--- config.mk ---
export PLATFORM = sky130hd
export DESIGN_NAME = cpu_power_sequencer
export DESIGN_NICKNAME = d
export VERILOG_FILES = /design/src/rtl/cpu_power_sequencer_pkg.sv /design/src/rtl/cpu_power_sequencer_seq_timer.sv /design/src/rtl/cpu_power_sequencer.sv
export SDC_FILE = /design/constraint.sdc
export NUM_CORES = 1
export LEC_CHECK = 0
export BUFFER_PORTS_ARGS = -buffer_cell sky130_fd_sc_hd__buf_4
export CORE_MARGIN = 3
export CORE_UTILIZATION = 25
export DETAILED_ROUTE_END_ITERATION = 8
export PLACE_DENSITY = 0.44
export RECOVER_POWER = 50
export SYNTH_ARGS = -nofsm -noshare
export SYNTH_HDL_FRONTEND = slang
export SYNTH_SLANG_ARGS = --single-unit
--- constraint.sdc ---
create_clock -name sysclk -period 5.2 [get_ports sysclk]
set_input_delay 0.52 -clock sysclk [delete_from_list [all_inputs] [get_ports sysclk]]
set_output_delay 0.52 -clock sysclk [all_outputs]
set_load 0.01 [all_outputs]
--- src/rtl/cpu_power_sequencer_pkg.sv ---
// cpu_power_sequencer_pkg: state encodings and per-state output decode for the CPU power sequencer
package cpu_power_sequencer_pkg;
  typedef enum logic [3:0] {
    CPU_OFF      = 4'd0,
    CPU_PWRON    = 4'd1,
    CPU_SETTLE   = 4'd2,
    CPU_RSTHOLD  = 4'd3,
    CPU_BOOTWAIT = 4'd4,
    CPU_HUBDLY   = 4'd5,
    CPU_RUN      = 4'd6,
    CPU_COOL     = 4'd7,
    CPU_FAULT    = 4'd8
  } cpu_state_e;
  typedef struct packed {
    logic pwron;
    logic pmic_rst_inv;
    logic rst_inv;
    logic wrst_inv;
    logic hub_rst_inv;
    logic bootmode;
    logic bank;
    logic fault;
  } cpu_out_t;
  function automatic cpu_out_t decode(input cpu_state_e s);
    cpu_out_t o;
    o.pwron        = s == CPU_PWRON;
    o.pmic_rst_inv = s inside {CPU_PWRON, CPU_SETTLE, CPU_RSTHOLD, CPU_BOOTWAIT, CPU_HUBDLY, CPU_RUN};
    o.rst_inv      = s inside {CPU_BOOTWAIT, CPU_HUBDLY, CPU_RUN};
    o.wrst_inv     = o.rst_inv;
    o.hub_rst_inv  = s == CPU_RUN;
    o.bootmode     = s inside {CPU_RSTHOLD, CPU_BOOTWAIT};
    o.bank         = s inside {CPU_HUBDLY, CPU_RUN};
    o.fault        = s == CPU_FAULT;
    return o;
  endfunction
endpackage

--- src/rtl/cpu_power_sequencer_seq_timer.sv ---
// seq_timer: loadable down-counter that saturates at zero; done while the count is zero
module seq_timer #(
  parameter int TW = 24
) (
  input  logic          clk,
  input  logic          rst_n,
  input  logic          load,
  input  logic [TW-1:0] load_val,
  output logic          done
);
  logic [TW-1:0] cnt;
  always_ff @(posedge clk or negedge rst_n)
    if (!rst_n) cnt <= '0;
    else if (load) cnt <= load_val;
    else if (cnt != '0) cnt <= cnt - 1'b1;
  assign done = cnt == '0;
endmodule

--- src/rtl/cpu_power_sequencer.sv ---
// cpu_power_sequencer: PMIC power-on, settle, reset release, boot supervision with retry, USB hub release
module cpu_power_sequencer
  import cpu_power_sequencer_pkg::*;
#(
  parameter int TW           = 24,
  parameter int PWRON_CYC    = 64,
  parameter int SETTLE_CYC   = 1048576,
  parameter int RST_HOLD_CYC = 4096,
  parameter int BOOT_TO_CYC  = 8388608,
  parameter int HUB_DLY_CYC  = 4194304,
  parameter int OFF_CYC      = 262144,
  parameter int RETRY_MAX    = 3
) (
  input  logic       sysclk,
  input  logic       reset_INV,
  input  logic       enable,
  input  logic       cpu_resetout,
  output logic       cpu_pmic_pwron,
  output logic       cpu_pmic_reset_INV,
  output logic       cpu_reset_INV,
  output logic       cpu_wreset_INV,
  output logic       usbhub_reset_INV,
  output logic       bootmode_en,
  output logic       cpu_bank_en,
  output logic       fault,
  output logic [3:0] state
);
  cpu_state_e    cur, nxt;
  cpu_out_t      o;
  logic          rs1, rs2, done, load;
  logic [1:0]    retry, retry_nxt;
  logic [TW-1:0] load_val;
  seq_timer #(.TW(TW)) u_timer (
    .clk      (sysclk),
    .rst_n    (reset_INV),
    .load     (load),
    .load_val (load_val),
    .done     (done)
  );
  // a synchronised resetout change outranks a coincident timer expiry
  always_comb begin
    nxt = cur;
    retry_nxt = retry;
    if (!enable) begin
      nxt = CPU_OFF;
      retry_nxt = '0;
    end else
      case (cur)
        CPU_OFF:     nxt = CPU_PWRON;
        CPU_PWRON:   nxt = done ? CPU_SETTLE : cur;
        CPU_SETTLE:  nxt = done ? CPU_RSTHOLD : cur;
        CPU_RSTHOLD: nxt = done ? CPU_BOOTWAIT : cur;
        CPU_BOOTWAIT:
          if (rs2) nxt = CPU_HUBDLY;
          else if (done) begin
            retry_nxt = retry + 2'd1;
            nxt = retry_nxt == 2'(RETRY_MAX) ? CPU_FAULT : CPU_COOL;
          end
        CPU_HUBDLY:  nxt = !rs2 ? CPU_BOOTWAIT : done ? CPU_RUN : cur;
        CPU_RUN: begin
          retry_nxt = '0;
          nxt = rs2 ? cur : CPU_BOOTWAIT;
        end
        CPU_COOL:    nxt = done ? CPU_PWRON : cur;
        CPU_FAULT:   nxt = cur;
        default:     nxt = CPU_OFF;
      endcase
  end
  always_comb begin
    load = nxt != cur;
    case (nxt)
      CPU_PWRON:    load_val = TW'(PWRON_CYC - 1);
      CPU_SETTLE:   load_val = TW'(SETTLE_CYC - 1);
      CPU_RSTHOLD:  load_val = TW'(RST_HOLD_CYC - 1);
      CPU_BOOTWAIT: load_val = TW'(BOOT_TO_CYC - 1);
      CPU_HUBDLY:   load_val = TW'(HUB_DLY_CYC - 1);
      CPU_COOL:     load_val = TW'(OFF_CYC - 1);
      default:      load_val = '0;
    endcase
  end
  always_ff @(posedge sysclk or negedge reset_INV)
    if (!reset_INV) begin
      rs1   <= 1'b0;
      rs2   <= 1'b0;
      cur   <= CPU_OFF;
      retry <= '0;
      o     <= '0;
    end else begin
      rs1   <= cpu_resetout;
      rs2   <= rs1;
      cur   <= nxt;
      retry <= retry_nxt;
      o     <= decode(nxt);
    end
  assign state              = cur;
  assign cpu_pmic_pwron     = o.pwron;
  assign cpu_pmic_reset_INV = o.pmic_rst_inv;
  assign cpu_reset_INV      = o.rst_inv;
  assign cpu_wreset_INV     = o.wrst_inv;
  assign usbhub_reset_INV   = o.hub_rst_inv;
  assign bootmode_en        = o.bootmode;
  assign cpu_bank_en        = o.bank;
  assign fault              = o.fault;
endmodule

* After elaboration in Yosys (flattened, before gate mapping)
Index checks and enable logic that the tools add are counted.
Word-level totals: logic and storage cells 63, bits of input ports 4, register bits 39, output and inout port bits 12
Operators by class: reduce and logical (&&, ||, !) cells 9, add/sub/neg operators 2, multiplexer cells 19, equal/unequal tests 21
Operators by type and width (count):
- 23-bit case mux with 6 select lines | 1
- 24-bit 2-to-1 mux | 2
- 4-bit 2-to-1 mux | 11
- 4-bit case mux with 9 select lines | 1
- 4-bit by 3-bit == test with 1-bit output, second input constant | 8
- 24-bit logical NOT | 1
- 24-bit nonzero test | 1
- 24-bit by 1-bit subtractor with 24-bit output, second input constant | 1
- 4-bit by 2-bit == test with 1-bit output, second input constant | 4
- 4-bit by 1-bit == test with 1-bit output, second input constant | 2
- 4-bit == test, second input constant | 2
- 2-bit 2-to-1 mux | 3
- 3-bit inequality test, second input constant | 2
- 2-bit nonzero test | 3
- 6-bit nonzero test | 1
- 4-bit logical NOT | 1
- 4-bit inequality test | 1
- 2-bit case mux with 2 select lines | 1
- 3-bit by 1-bit inequality test with 1-bit output, second input constant | 1
- 3-bit AND reduction | 1
- 3-bit nonzero test | 1
- 2-bit by 1-bit adder with 2-bit output, second input constant | 1
- 2-bit == test, second input constant | 1

* Logic depth before layout (Yosys ltp)
Gate-level depths: netlist of run 1.
word-level depth 10, gate-level depth with buffers 11

* Cells and area by module
A second synthesis of run 1 with hierarchy kept.
Second synthesis, totals: cells, all modules 260, area total of the unflattened synthesis 2408.6 um^2
Modules (own cells, without submodules):
- seq_timer | area an instance 1506.4 um^2, sequential area each 600.6 um^2, instances 1, cells an instance 164
- cpu_power_sequencer | area an instance 902.1 um^2, sequential area each 375.4 um^2, instances 1, cells an instance 96

* Worst setup path before layout of run 1
No wires, ideal clock.
path kind register to register, start point reg u_timer.cnt[0], end point reg u_timer.cnt[16], setup slack 2.830 ns, arrival time 2.234 ns, stages on the path, launching flop included 12, required time 5.065 ns, period minus slack after synthesis 2.370 ns, path through dfrtp_1 -> inv_1 -> ha_1 -> nor3b_1 -> and4_1 -> buf_4 -> mux2_4 -> a21o_1 -> buf_6 -> o211ai_2 -> buf_6 -> o211ai_2
Between the ends: word-level cells in the longest chain between the ends 8
RTL lines:
- start, declared | RTL line cpu_power_sequencer_seq_timer.sv:11 | logic [TW-1:0] cnt;
- start signal, assigned | RTL line cpu_power_sequencer_seq_timer.sv:14 | else if (load) cnt <= load_val;
- start signal, assigned | RTL line cpu_power_sequencer_seq_timer.sv:15 | else if (cnt != '0) cnt <= cnt - 1'b1;
- 24-bit logical NOT | RTL line cpu_power_sequencer_seq_timer.sv:16 | assign done = cnt == '0;
- 4-bit 2-to-1 mux (on tied branches) | RTL line cpu_power_sequencer.sv:59, cpu_power_sequencer.sv:55
- 4-bit 2-to-1 mux (on tied branches) | RTL line cpu_power_sequencer.sv:59, cpu_power_sequencer.sv:54
- 4-bit case mux with 9 select lines | RTL line cpu_power_sequencer.sv:48 | case (cur)
- 4-bit 2-to-1 mux | RTL line cpu_power_sequencer.sv:44 | if (!enable) begin
- 4-bit by 3-bit == test with 1-bit output, or another cell as far along | RTL line cpu_power_sequencer.sv:71 | case (nxt)
- 23-bit case mux with 6 select lines | RTL line cpu_power_sequencer.sv:71
- 24-bit 2-to-1 mux | RTL line cpu_power_sequencer_seq_timer.sv:14
Parallel ways exist; a longest one is shown, timed or not. The select of a mux whose other input is x is not followed. A chain may end at the register's enable or synchronous reset.

* Worst setup path in the final report of run 1
start point reg u_timer.cnt[0], end point reg u_timer.cnt[6]
The elaborated chain is that of the path after synthesis.

==> impl_metrics.csv, run 1 <==
group,metric,value,unit
clock_network,cts.sinks,39,
detailed_routing,drc,0,
clock_network,ctsResizeCount,0,
timing,fin_hold_ws,0.350,ns
timing,skew,0.0119,ns
clock_network,hold_buffers,0,
synthesis,syn_inst,247,
synthesis,synth_area_leaders,"dfrtp_1 (39%), o211ai_2 (6.0%), xnor2_1 (5.3%)",
timing,min_period,3.20,ns
timing,hold_violations,0,
grt,grt_pass1_vias,1909,
grt,grt_pass1_wl,10400,um
floorplan,die_area,11200,um2
clock_network,post_cts_buffers,0,
grt,grt_max_degree,40,
critical_path,critPathMaxFanout,12,
outcome,violations,"capacitance limit, slew limit",
floorplan,die_w,106,um
cells_and_area,top_register,"u_timer.cnt",
floorplan,die_y,106,um
critical_path,start_kind,"flip-flop",
timing,fmax,0.313,GHz
critical_path,cp_cell_sequence,"inv_1, ha_1, nor3b_1, and4_1, mux2_4, a21o_1, o211ai_2, o211ai_1",
pwr,p_per_area,418,nW/um2
synthesis,yosysTopAreaCell,"dfrtp_1",
synthesis,netlist-cell-type-count,58,
pwr,power.leakage,1.16,nW
timing,period_share,0.614,
timing,rsz0062_at_grt,"false",
detailed_routing,drt_first_pass_iters,4,
synthesis,ys.flop_type,"dfrtp_1",
clock_network,cts_tree,"yes",
cells_and_area,final_area,2810,um2
timing,tns,0,ns
grt,track_usage,0.115,
cells_and_area,area_growth,12.5,%
min_path,min_path_type,"in2reg",
critical_path,critPathSlowestCell,"o211ai_2",
synthesis,synth_area_per_cell,10.1,um2
clock_network,clk_path_buf_depth,2,
place,place_congestion,0.778,
floorplan,io_pins,16,
cells_and_area,final_layout_size_suffix_gt1_frac,0.198,
floorplan,row_count,35,
pwr,p_total,1.18,mW
detailed_routing,final_antenna_net_count,0,
detailed_routing,vias,1893,
detailed_routing,drt_iter0_drc,163,
critical_path,slowest_delay,0.71,ns
detailed_routing,via_per_inst,4.90,
cells_and_area,largest_reg_flops,24,
synthesis,synth-edff-count,0,
pwr,irDropWorstVdd,0.129,mV
detailed_routing,wl_per_cell,15.3,um
clock_network,numCtsBuffers,5,
critical_path,cp.required,5.33,ns
critical_path,cp_data_arrival_time,3.33,ns
cells_and_area,nets,262,
clock_network,clk_pin_slew,0.08,ns
job,drv_cap,1,
synthesis,synth_seq_area_share,0.390,
clock_network,clockRootBuffer,"clkbuf_8",
grt,gr-total-overflow,0,
place,hpwl,4160,um
clock_network,htree_levels,2,
floorplan,start_util,0.264,
outcome,status,"finished, violations left",
detailed_routing,totalWireLength,5930,um
critical_path,endpoint_kind,"flip-flop",
synthesis,async_flop_share,1.00,
floorplan,core-area,9460,um2
critical_path,path_class,"reg2reg",
synthesis,synth_top_area_share,0.390,
synthesis,synth_seq_cells,39,
place,numPortBuffers,15,
grt,grt_antenna_before_repair,0,
clock_network,clk_latency,0.30,ns
timing,slew_violations,40,
synthesis,syn-cell-area,2500,um2
synthesis,syn-num-nets,253,
cells_and_area,n_antenna_cell,0,
timing,setup_viol,0,
place,placed_area,2700,um2
timing,max_slew_margin,-0.473,
synthesis,synth_warnings,0,
timing,tightest_slew,2.21,ns
[synth_stat cells (all sizes together) (2+ instances only)]
| library cell | instances |
|---|---|
| nor4 | 13 |
| o211ai | 16 |
| nor4b | 2 |
| inv | 7 |
| nor2b | 3 |
| nand2 | 20 |
| a21oi | 10 |
| o22ai | 3 |
| nand2b | 4 |
| a211o | 2 |
| a21o | 2 |
| clkbuf | 5 |
| ha | 2 |
| xor2 | 6 |
| nand3b | 2 |
| dfrtp | 39 |
| and2 | 2 |
| o21a | 2 |
| nor3 | 9 |
| nand4 | 3 |
| o31a | 2 |
| or3 | 5 |
| nor2 | 13 |
| buf | 8 |
| o31ai | 2 |
| xnor2 | 15 |
| nor3b | 4 |
| nand3 | 10 |
| a31oi | 4 |
| mux2i | 2 |
| o21ai | 17 |
[cells by family (layout without fill, tap and decap cells)]
group,Yosys count,in the layout,share of synthesized area
buffers and inverters,20,30,0.0410
and+or+nand+nor,95,95,0.252
AOI/OAI and AO/OA,66,66,0.215
xor gates and xnor gates,21,21,0.0735
muxes,3,3,0.0140
adders and majority gates,3,3,0.0145
DFF,39,39,0.390
[placed cells by master, fill, tap and decap left out, drive strengths merged, types with 3 or more instances in the layout]
cell type | netlist | layout
buf | 8 | 9
xor2 | 6 | 6
nor2 | 13 | 13
nor2b | 3 | 3
a31oi | 4 | 4
a21oi | 10 | 10
o21ai | 17 | 17
nor3b | 4 | 4
or3 | 5 | 5
nor3 | 9 | 9
inv | 7 | 7
clkbuf | 5 | 12
o22ai | 3 | 3
nand2b | 4 | 4
dfrtp | 39 | 39
nand3 | 10 | 10
nand4 | 3 | 3
nor4 | 13 | 13
xnor2 | 15 | 15
o211ai | 16 | 16
nand2 | 20 | 20
[worst paths after layout]
| path | from | to | slack (ns) | depth (start not counted) |
|---|---|---|---|---|
| min in group asynchronous | reset_INV | fault | 0.87 | 1 |
| worst min register to register | rs1 | rs2 | 0.35 | 0 |
| worst max-delay path | u_timer.cnt[0] | u_timer.cnt[6] | 2.00 | 8 |
| worst max register to register | u_timer.cnt[0] | u_timer.cnt[6] | 2.00 | 8 |
| max in group asynchronous | reset_INV | u_timer.cnt[23] | 3.07 | 1 |
| worst min-delay path | cpu_resetout | rs1 | 0.35 | 1 |
[critical path, delay by kind of cell, from the launching register on]
family	cells	cell delay [ns]
AOI/OAI and AO/OA	3	1.16
adders and majority gates	1	0.19
buffers and inverters	1	0.07
DFF	1	0.42
muxes	1	0.36
and+or+nand+nor	2	0.82
[where the power goes]
group	internal, mW	switching, mW
Sequential	0.355	0.0842
Clock	0.192	0.113
Combinational	0.181	0.250
Total	0.728	0.448
[through the flow]
step                      utilization  cells  setup WS, ns
after global placement          0.285    378          2.11
after floorplan                     -    247          2.83
after CTS                       0.299    386          2.01
final                           0.297    386          2.00
after detailed placement        0.285    378          2.03
after global routing            0.297    386          1.71
[per-layer routing]
layer  track usage  vias up  share of wire
met5             0        -              0
met4        0.0389        0          0.014
met2         0.169       41           0.44
met1         0.169      912           0.51
li1              -      935              -
met3        0.0219        5          0.037
[final cells by class]
cell class              instances  area (um2)
repair buffers                 15        93.8
well taps                     129         161
flip-flops and latches         39         976
clock inverters                 2        60.1
fillers                      1011        6650
multi-input cells             188        1420
inverters                       7        26.3
clock buffers                   6        72.6
Power figures use the tool's default switching activity.
==> run 2: changes to the inputs <==
- clock period: 5.2 -> 3.3 ns (I/O delays scaled with it)
==> run 2 against run 1 <==
Clock skew shrank 0.0017 ns. Sequential power rose by 59%. First-iteration DRC count is 54% lower. Sequential share of layout area grew 0.12 points. Critical endpoint is now u_timer.cnt[17]. Via count up 2.1%. Critical path depth stayed put. Setup slack worse by 1.5 ns. Register-to-register slack got worse by 1.5 ns. Die area is the same. The run still ends with capacitance limit, slew limit left. Cell area is 0.36% lower. Clock power increased by 6%. Global-route usage up 0.14 points.
==> impl_metrics.csv, run 2 (synthesis results as in run 1) <==
group,metric,value,unit
outcome,status,"finished, violations left",
outcome,violations,"capacitance limit, slew limit",
cells_and_area,layout_common_cells,"dfrtp_1 (39), nand2_1 (19), xnor2_1 (15)",
pwr,power.leakage,1.16,nW
critical_path,cp.required,3.51,ns
cells_and_area,layout.cells.non_filler,391,
clock_network,hold_buffers,0,
critical_path,path_class,"reg2reg",
critical_path,slowest_delay,0.57,ns
floorplan,core-area,9460,um2
floorplan,die_y,106,um
cells_and_area,area_growth,12.1,%
cells_and_area,n_antenna_cell,0,
timing,slew_violations,40,
floorplan,die_w,106,um
clock_network,clk_latency,0.30,ns
detailed_routing,totalWireLength,6030,um
place,placedCellCount,383,
job,drv_cap,1,
timing,max_slew_margin,-0.424,
detailed_routing,vias,1932,
pwr,p_per_area,610,nW/um2
timing,skew,0.0102,ns
grt,grt_pass1_wl,10500,um
critical_path,reg2reg_depth,8,
pwr,p_total,1.71,mW
critical_path,critPathMaxFanout,10,
floorplan,die_area,11200,um2
grt,gr-total-overflow,0,
cells_and_area,fin_util,0.296,
floorplan,row_count,35,
clock_network,clk_path_buf_depth,2,
min_path,min_delay_path_depth,1,
timing,tns,0,ns
timing,hold_violations,0,
floorplan,io_pins,16,
grt,grt_pass1_vias,1948,
floorplan,start_util,0.264,
critical_path,crit_cells,8,
detailed_routing,wl_per_cell,15.4,um
detailed_routing,drt_first_pass_iters,4,
detailed_routing,drt_iter0_drc,75,
detailed_routing,drc,0,
cells_and_area,largest_reg_flops,24,
timing,min_period,2.77,ns
min_path,min_path_type,"in2reg",
place,numPortBuffers,15,
grt,track_usage,0.117,
place,place_congestion,0.762,
critical_path,crit_family,"simple AND/OR/NAND/NOR gates",
timing,fmax,0.361,GHz
place,pre_cts_ws,0.535,ns
clock_network,cts.sinks,39,
clock_network,ctsResizeCount,0,
critical_path,start_kind,"flip-flop",
clock_network,numCtsBuffers,5,
timing,tightest_slew,2.14,ns
cells_and_area,layout_commonest_cell,"dfrtp_1",
detailed_routing,via_per_inst,4.94,
critical_path,crit_buf_inv,1,
grt,grt_max_degree,40,
timing,rsz0062_at_grt,"false",
clock_network,post_cts_buffers,0,
place,hpwl,4250,um
critical_path,critPathSlowestCell,"a211oi_2",
clock_network,htree_levels,2,
critical_path,endpoint_kind,"flip-flop",
timing,setup_viol,0,
clock_network,clockRootBuffer,"clkbuf_8",
timing,period_share,0.839,
cells_and_area,nets,267,
detailed_routing,final_antenna_net_count,0,
critical_path,cp_cell_sequence,"inv_1, ha_1, nor3b_1, and4_1, nand2_2, a211oi_2, nand4_4, o211ai_2",
critical_path,cp_data_arrival_time,2.98,ns
cells_and_area,final_layout_size_suffix_gt1_frac,0.214,
cells_and_area,top_register,"u_timer.cnt",
clock_network,cts_tree,"yes",
pwr,irDropWorstVdd,0.184,mV
clock_network,clk_pin_slew,0.08,ns
grt,grt_antenna_before_repair,0,
timing,layout_setup_ws,0.533,ns
## run 2: worst paths after layout
path	start	slack, ns	end
setup reg to reg	u_timer.cnt[0]	0.53	u_timer.cnt[17]
setup / recovery	u_timer.cnt[0]	0.53	u_timer.cnt[17]
hold / removal	cpu_resetout	0.16	rs1
min in group asynchronous	reset_INV	0.64	fault
max in group asynchronous	reset_INV	1.43	state[0]
hold reg to reg	rs1	0.35	rs2
## run 2: cell type report
class	count	area [um2]
fill	1027	6660
tap	129	161
inverter	7	26.3
clock inverter	2	12.5
multi-input combinational	188	1420
timing repair buffer	20	131
clock buffer	6	72.6
sequential	39	976
## run 2: per-stage QoR
step	cell area, um2	hold WS (ns)
6_report	2800	0.156
5_1_grt	2800	0.138
4_1_cts	2820	0.0160
3_5_place_dp	2740	0.335
3_3_place_gp	2740	0.334
2_1_floorplan	2500	0.0344
## run 2: routing by layer
metal | share of wire | track usage | up-vias
li1 | - | - | 951
met1 | 0.51 | 0.165 | 936
met2 | 0.43 | 0.176 | 37
met3 | 0.036 | 0.0237 | 8
met4 | 0.016 | 0.0416 | 0
met5 | 0 | 0 | -
## run 2: report_power, final
| group | total, mW | internal, mW | switching (mW) |
|---|---|---|---|
| Combinational | 0.692 | 0.295 | 0.397 |
| Sequential | 0.696 | 0.559 | 0.137 |
| Clock | 0.324 | 0.148 | 0.176 |
| Total | 1.71 | 1.00 | 0.709 |
